### src/rtl/rf_pkg.sv
// rf_pkg: shared defaults and helpers for the scoreboarded register file.
`default_nettype none

package rf_pkg;

   localparam int XLEN_DEF  = 32;
   localparam int NREGS_DEF = 32;
   localparam int ZERO_REG  = 0;

   function automatic int addr_w(input int n);
      return $clog2(n);
   endfunction

endpackage

`default_nettype wire

### src/rtl/rf_scoreboard.sv
// rf_scoreboard: per-register busy bits, issue grant and busy flags for the read ports.
`default_nettype none

module rf_scoreboard
   import rf_pkg::*;
#(
   parameter  int NREGS  = NREGS_DEF,
   parameter  bit BYPASS = 1'b1,
   localparam int AW     = addr_w(NREGS)
) (
   input  logic          clk,
   input  logic          rst_n,
   input  logic          i_we,
   input  logic [AW-1:0] i_wa,
   input  logic [AW-1:0] i_ra1,
   input  logic [AW-1:0] i_ra2,
   input  logic          i_iss_valid,
   input  logic [AW-1:0] i_iss_rd,
   output logic          o_busy1,
   output logic          o_busy2,
   output logic          o_iss_ok
);

   localparam logic [AW-1:0] ZERO_ADDR = AW'(ZERO_REG);

   logic [NREGS-1:0] r_busy;
   logic             w_wb_clear;
   logic [NREGS-1:0] w_clr_vec;
   logic [NREGS-1:0] w_set_vec;

   assign w_wb_clear = i_we && (i_wa != ZERO_ADDR);

   // A writeback landing this cycle already satisfies the hazard when forwarding is on.
   assign o_iss_ok = i_iss_valid &&
                     ((i_iss_rd == ZERO_ADDR) || !r_busy[i_iss_rd] ||
                      (BYPASS && w_wb_clear && (i_wa == i_iss_rd)));

   assign o_busy1 = (i_ra1 != ZERO_ADDR) && r_busy[i_ra1] &&
                    !(BYPASS && w_wb_clear && (i_wa == i_ra1));
   assign o_busy2 = (i_ra2 != ZERO_ADDR) && r_busy[i_ra2] &&
                    !(BYPASS && w_wb_clear && (i_wa == i_ra2));

   assign w_clr_vec = w_wb_clear ? (NREGS'(1) << i_wa) : '0;
   assign w_set_vec = (o_iss_ok && (i_iss_rd != ZERO_ADDR)) ? (NREGS'(1) << i_iss_rd) : '0;

   // Set is applied after clear so a same-cycle issue keeps the register busy.
   always_ff @(posedge clk or negedge rst_n) begin
      if (!rst_n) begin
         r_busy <= '0;
      end else begin
         r_busy <= (r_busy & ~w_clr_vec) | w_set_vec;
      end
   end

endmodule

`default_nettype wire

### src/rtl/reg_file_sb.sv
// reg_file_sb: 2R/1W register file with zero register, optional write bypass and busy scoreboard.
`default_nettype none

module reg_file_sb
   import rf_pkg::*;
#(
   parameter  int XLEN   = XLEN_DEF,
   parameter  int NREGS  = NREGS_DEF,
   parameter  bit BYPASS = 1'b1,
   localparam int AW     = addr_w(NREGS)
) (
   input  logic            clk,
   input  logic            rst_n,
   input  logic            we3,
   input  logic [AW-1:0]   wa3,
   input  logic [XLEN-1:0] wd3,
   input  logic [AW-1:0]   ra1,
   input  logic [AW-1:0]   ra2,
   output logic [XLEN-1:0] rd1,
   output logic [XLEN-1:0] rd2,
   output logic            busy1,
   output logic            busy2,
   input  logic            iss_valid,
   input  logic [AW-1:0]   iss_rd,
   output logic            iss_ok
);

   localparam logic [AW-1:0] ZERO_ADDR = AW'(ZERO_REG);

   logic [XLEN-1:0] r_rf [NREGS];
   logic            w_we;
   logic            w_fwd1;
   logic            w_fwd2;

   assign w_we = we3 && (wa3 != ZERO_ADDR);

   always_ff @(posedge clk or negedge rst_n) begin
      if (!rst_n) begin
         for (int i = 0; i < NREGS; i++) begin
            r_rf[i] <= '0;
         end
      end else if (w_we) begin
         r_rf[wa3] <= wd3;
      end
   end

   // w_we already excludes address 0, so forwarding never overrides the zero register.
   assign w_fwd1 = BYPASS && w_we && (wa3 == ra1);
   assign w_fwd2 = BYPASS && w_we && (wa3 == ra2);

   assign rd1 = (ra1 == ZERO_ADDR) ? '0 : (w_fwd1 ? wd3 : r_rf[ra1]);
   assign rd2 = (ra2 == ZERO_ADDR) ? '0 : (w_fwd2 ? wd3 : r_rf[ra2]);

   rf_scoreboard #(
      .NREGS  (NREGS),
      .BYPASS (BYPASS)
   ) u_sb (
      .clk         (clk),
      .rst_n       (rst_n),
      .i_we        (we3),
      .i_wa        (wa3),
      .i_ra1       (ra1),
      .i_ra2       (ra2),
      .i_iss_valid (iss_valid),
      .i_iss_rd    (iss_rd),
      .o_busy1     (busy1),
      .o_busy2     (busy2),
      .o_iss_ok    (iss_ok)
   );

endmodule

`default_nettype wire

### config.mk
export PLATFORM = sky130hd
export DESIGN_NAME = reg_file_sb
export DESIGN_NICKNAME = d
export VERILOG_FILES = /design/src/rtl/rf_pkg.sv /design/src/rtl/rf_scoreboard.sv /design/src/rtl/reg_file_sb.sv
export SDC_FILE = /design/constraint.sdc
export NUM_CORES = 2
export LEC_CHECK = 0
export CAP_MARGIN = 30
export CELL_PAD_IN_SITES_DETAIL_PLACEMENT = 1
export CELL_PAD_IN_SITES_GLOBAL_PLACEMENT = 2
export CORE_MARGIN = 4
export CORE_UTILIZATION = 41
export DETAILED_ROUTE_END_ITERATION = 10
export GPL_TIMING_DRIVEN = 0
export PLACE_DENSITY_LB_ADDON = 0.1
export SLEW_MARGIN = 20
export SYNTH_ARGS = -nofsm -noshare
export SYNTH_HDL_FRONTEND = slang
export SYNTH_SLANG_ARGS = --single-unit
export TNS_END_PERCENT = 5
### constraint.sdc
create_clock -name clk -period 2 [get_ports clk]
set_clock_uncertainty 0.1 [all_clocks]
set_input_delay 0.2 -clock clk [delete_from_list [all_inputs] [get_ports clk]]
set_output_delay 0.2 -clock clk [all_outputs]
set_load 0.02 [all_outputs]
==> flow_summary.json <==
{
  "p_leak_uw": 0.0293,
  "grt_setup_unrepaired": "yes",
  "setup_viol": 1175,
  "powerDensity_nw_per_um2": 1000,
  "grt_overflow": 0,
  "outcome": "finished with violations",
  "finalHoldViolations": 0,
  "tightest_slew_ns": 1.30,
  "clk_latency_ns": 0.76,
  "die_w_um": 383,
  "io_pins": 123,
  "start_util": 0.413,
  "worstPathMaxFanout": 3,
  "crit_required_ns": 1.70,
  "first_global_vias": 42500,
  "ys.flop_type": "dfrtp_1",
  "portBuffers": 111,
  "yosysSeqAreaShare": 0.458,
  "fin_ws_ns": -1.17,
  "h-tree-depth": 4,
  "yosys-top-cells-area": "dfrtp_1 46%, mux2_2 19%, mux4_2 17%",
  "drc": 0,
  "first_iter_violations": 3834,
  "drive_gt1_frac": 0.522,
  "grt.met3_usage": 0.0663,
  "ir_drop_mv": 0.624,
  "wire_per_inst_um": 36.1,
  "grt_pass1_wl_um": 332000,
  "yosysTopAreaCell": "dfrtp_1",
  "dieArea_um2": 147000,
  "maxSlewHeadroom": 0.131,
  "cap_viol_max_count": 0,
  "hpwlAfterDp_um": 170000,
  "fin_area_um2": 68700,
  "antenna_found_initial": 10,
  "ys_warn_count": 0,
  "met2_usage": 0.466,
  "ant_nets": 0,
  "async_flop_share": 1.00,
  "place.gp.congestion": 0.891,
  "final_max_slew_viol_count": 0,
  "placed_area_um2": 61900,
  "synth.top_cell.area_share": 0.458,
  "grt_use_total": 0.317,
  "crit_arrival_ns": 2.87,
  "syn_nets": 4216,
  "cp-end-kind": "output pin",
  "postLayoutCoreUtil": 0.492,
  "core_um2": 140000,
  "ys_ff_latch": 1056,
  "row_count": 137,
  "use_met1": 0.476,
  "numCtsBuffers": 131,
  "synth_cell_types": 50,
  "clockBufferDepth": 3,
  "period_share": 1.59,
  "avgSynthCellArea_um2": 13.9,
  "criticalPathCategory": "reg2out",
  "grt_start_max_net_pins": 134,
  "pre_cts_ws_ns": -2.68,
  "cts_tree": "yes",
  "viasPerCell": 6.33,
  "syn2layout_area_growth_pct": 19.1,
  "cts_root_buffer": "clkbuf_16",
  "finalCriticalPeriod_ns": 3.17,
  "routed_wl_um": 233000,
  "violations": "negative setup slack",
  "synth_edf_count": 0,
  "vias": 41000,
  "hp-class": "in2reg",
  "dr.pass1.iters": 6,
  "busiest_layer": "met1",
  "max_freq_mhz": 315,
  "synth_area_um2": 57700,
  "clk_pin_slew_ns": 0.06,
  "crit_path_start_kind": "register",
  "clock-sinks": 1056,
  "die_y_um": 383,
  "synthCells": 4160,
  "nets": 4545
}
where the power goes:
| part | switching [µW] | internal [µW] | total (µW) | leakage, µW |
|---|---|---|---|---|
| Clock | 9930 | 13600 | 23500 | 0.00203 |
| Sequential | 3150 | 25500 | 28600 | 0.0135 |
| Combinational | 7890 | 8690 | 16600 | 0.0138 |
kinds of logic (layout without fill, tap and decap cells):
kind of cell	Yosys count	count (layout)	share of synthesized area
buffers and inverters	527	954	0.0422
flip-flops	1056	1056	0.458
multiplexers	1666	1666	0.407
other	0	6	0
AO/OA/AOI/OAI	469	469	0.0563
AND/OR/NAND/NOR	427	427	0.0341
XOR/XNOR	15	15	0.00228
cell usage in the layout (no fill, tap or decap), types with 14 or more instances in the layout:
cell type / instances
dfrtp_1: 1056
mux2_2: 974
mux4_2: 443
nand2_1: 257
mux2i_1: 216
clkbuf_1: 196
clkbuf_16: 137
buf_4: 130
buf_2: 97
buf_6: 83
o2111ai_1: 62
a22oi_2: 52
clkbuf_2: 49
a22oi_1: 46
o21ai_2: 44
inv_1: 40
clkdlybuf4s50_1: 35
nor2b_1: 34
a21oi_2: 33
clkbuf_4: 32
nand4_1: 32
o21ai_4: 31
a221o_1: 31
a21oi_1: 31
clkbuf_8: 28
o21a_2: 28
a211oi_2: 28
o21ai_1: 22
o22ai_1: 18
o21ai_0: 18
mux2_1: 18
inv_2: 17
buf_12: 16
clkinv_2: 16
buf_16: 15
buf_8: 14
nor2_4: 14
registers in the layout, indices dropped and copies added (netlist names):
signal	cells
u_sb.r_busy	32
r_rf	1024
synth_stat cells, drive strengths merged, types with 16 or more instances:
| cell type | instances |
|---|---|
| a211oi | 32 |
| a21oi | 64 |
| a221o | 31 |
| a22oi | 98 |
| buf | 235 |
| clkbuf | 234 |
| dfrtp | 1056 |
| inv | 58 |
| mux2 | 992 |
| mux2i | 231 |
| mux4 | 443 |
| nand2 | 271 |
| nand3 | 16 |
| nand4 | 32 |
| nor2 | 30 |
| nor2b | 43 |
| o2111ai | 63 |
| o21a | 31 |
| o21ai | 115 |
| o22ai | 25 |
worst max-delay path, cell delays in order (launching register included):
cell and delay [ns]:
dfrtp_1 0.40, mux4_2 0.52, mux4_2 0.49, nor3b_2 0.17, a21oi_2 0.17, mux2i_4 0.16, buf_6 0.19
worst paths after layout:
check                                startpoint         endpoint  slack (ns)  cells past startpoint
worst max-delay path                 r_rf[1022]          rd2[30]       -1.17                      6
worst min-delay path                  iss_rd[3]   u_sb.r_busy[5]        0.15                      4
worst max register to register  u_sb.r_busy[23]  u_sb.r_busy[19]       -0.08                      8
worst min register to register        r_rf[999]        r_rf[999]        0.37                      1
max in group asynchronous                 rst_n        r_rf[870]       -0.62                     10
min in group asynchronous                 rst_n        r_rf[888]        0.61                      7
through the flow:
stage	hold WS [ns]	TNS [ns]	std cells	power (µW)
after floorplan	-0.196	-1.90	4160	38100
after global placement	0.358	-	6147	43200
after detailed placement	-0.0249	-1679.00	6169	43900
after CTS	0.0781	-924.36	6455	68600
after global routing	0.142	-476.85	6463	71400
final	0.145	-399.15	6469	68700
per-layer routing:
metal,share of wire,vias up,wire [µm]
li1,-,16500,-
met1,0.46,22600,107000
met2,0.44,1547,102000
met3,0.075,361,17600
met4,0.029,4,6830
met5,0.000090,-,21
timing repair:
| item | in CTS | in global routing |
|---|---|---|
| hold endpoints to repair | 383 | 170 |
| cloned | 0 | 3 |
| pin swaps | 160 | 23 |
| buffers inserted | 48 | 4 |
| resized for setup | 834 | 115 |
| endpoints found under the setup margin | 1058 | 1739 |
| hold buffers | 7 | 1 |
final cells by class:
type,instances,area [µm²]
plain buffers,469,2950
repair buffers,196,2160
diodes,6,15.0
fillers,13800,70900
inverters,58,223
clock buffers,193,3790
multi-input cells,2577,30400
flip-flops and latches,1056,26400
clock inverters,38,363
well taps,1876,2350
Note: power is estimated with default switching activity, not from simulation.
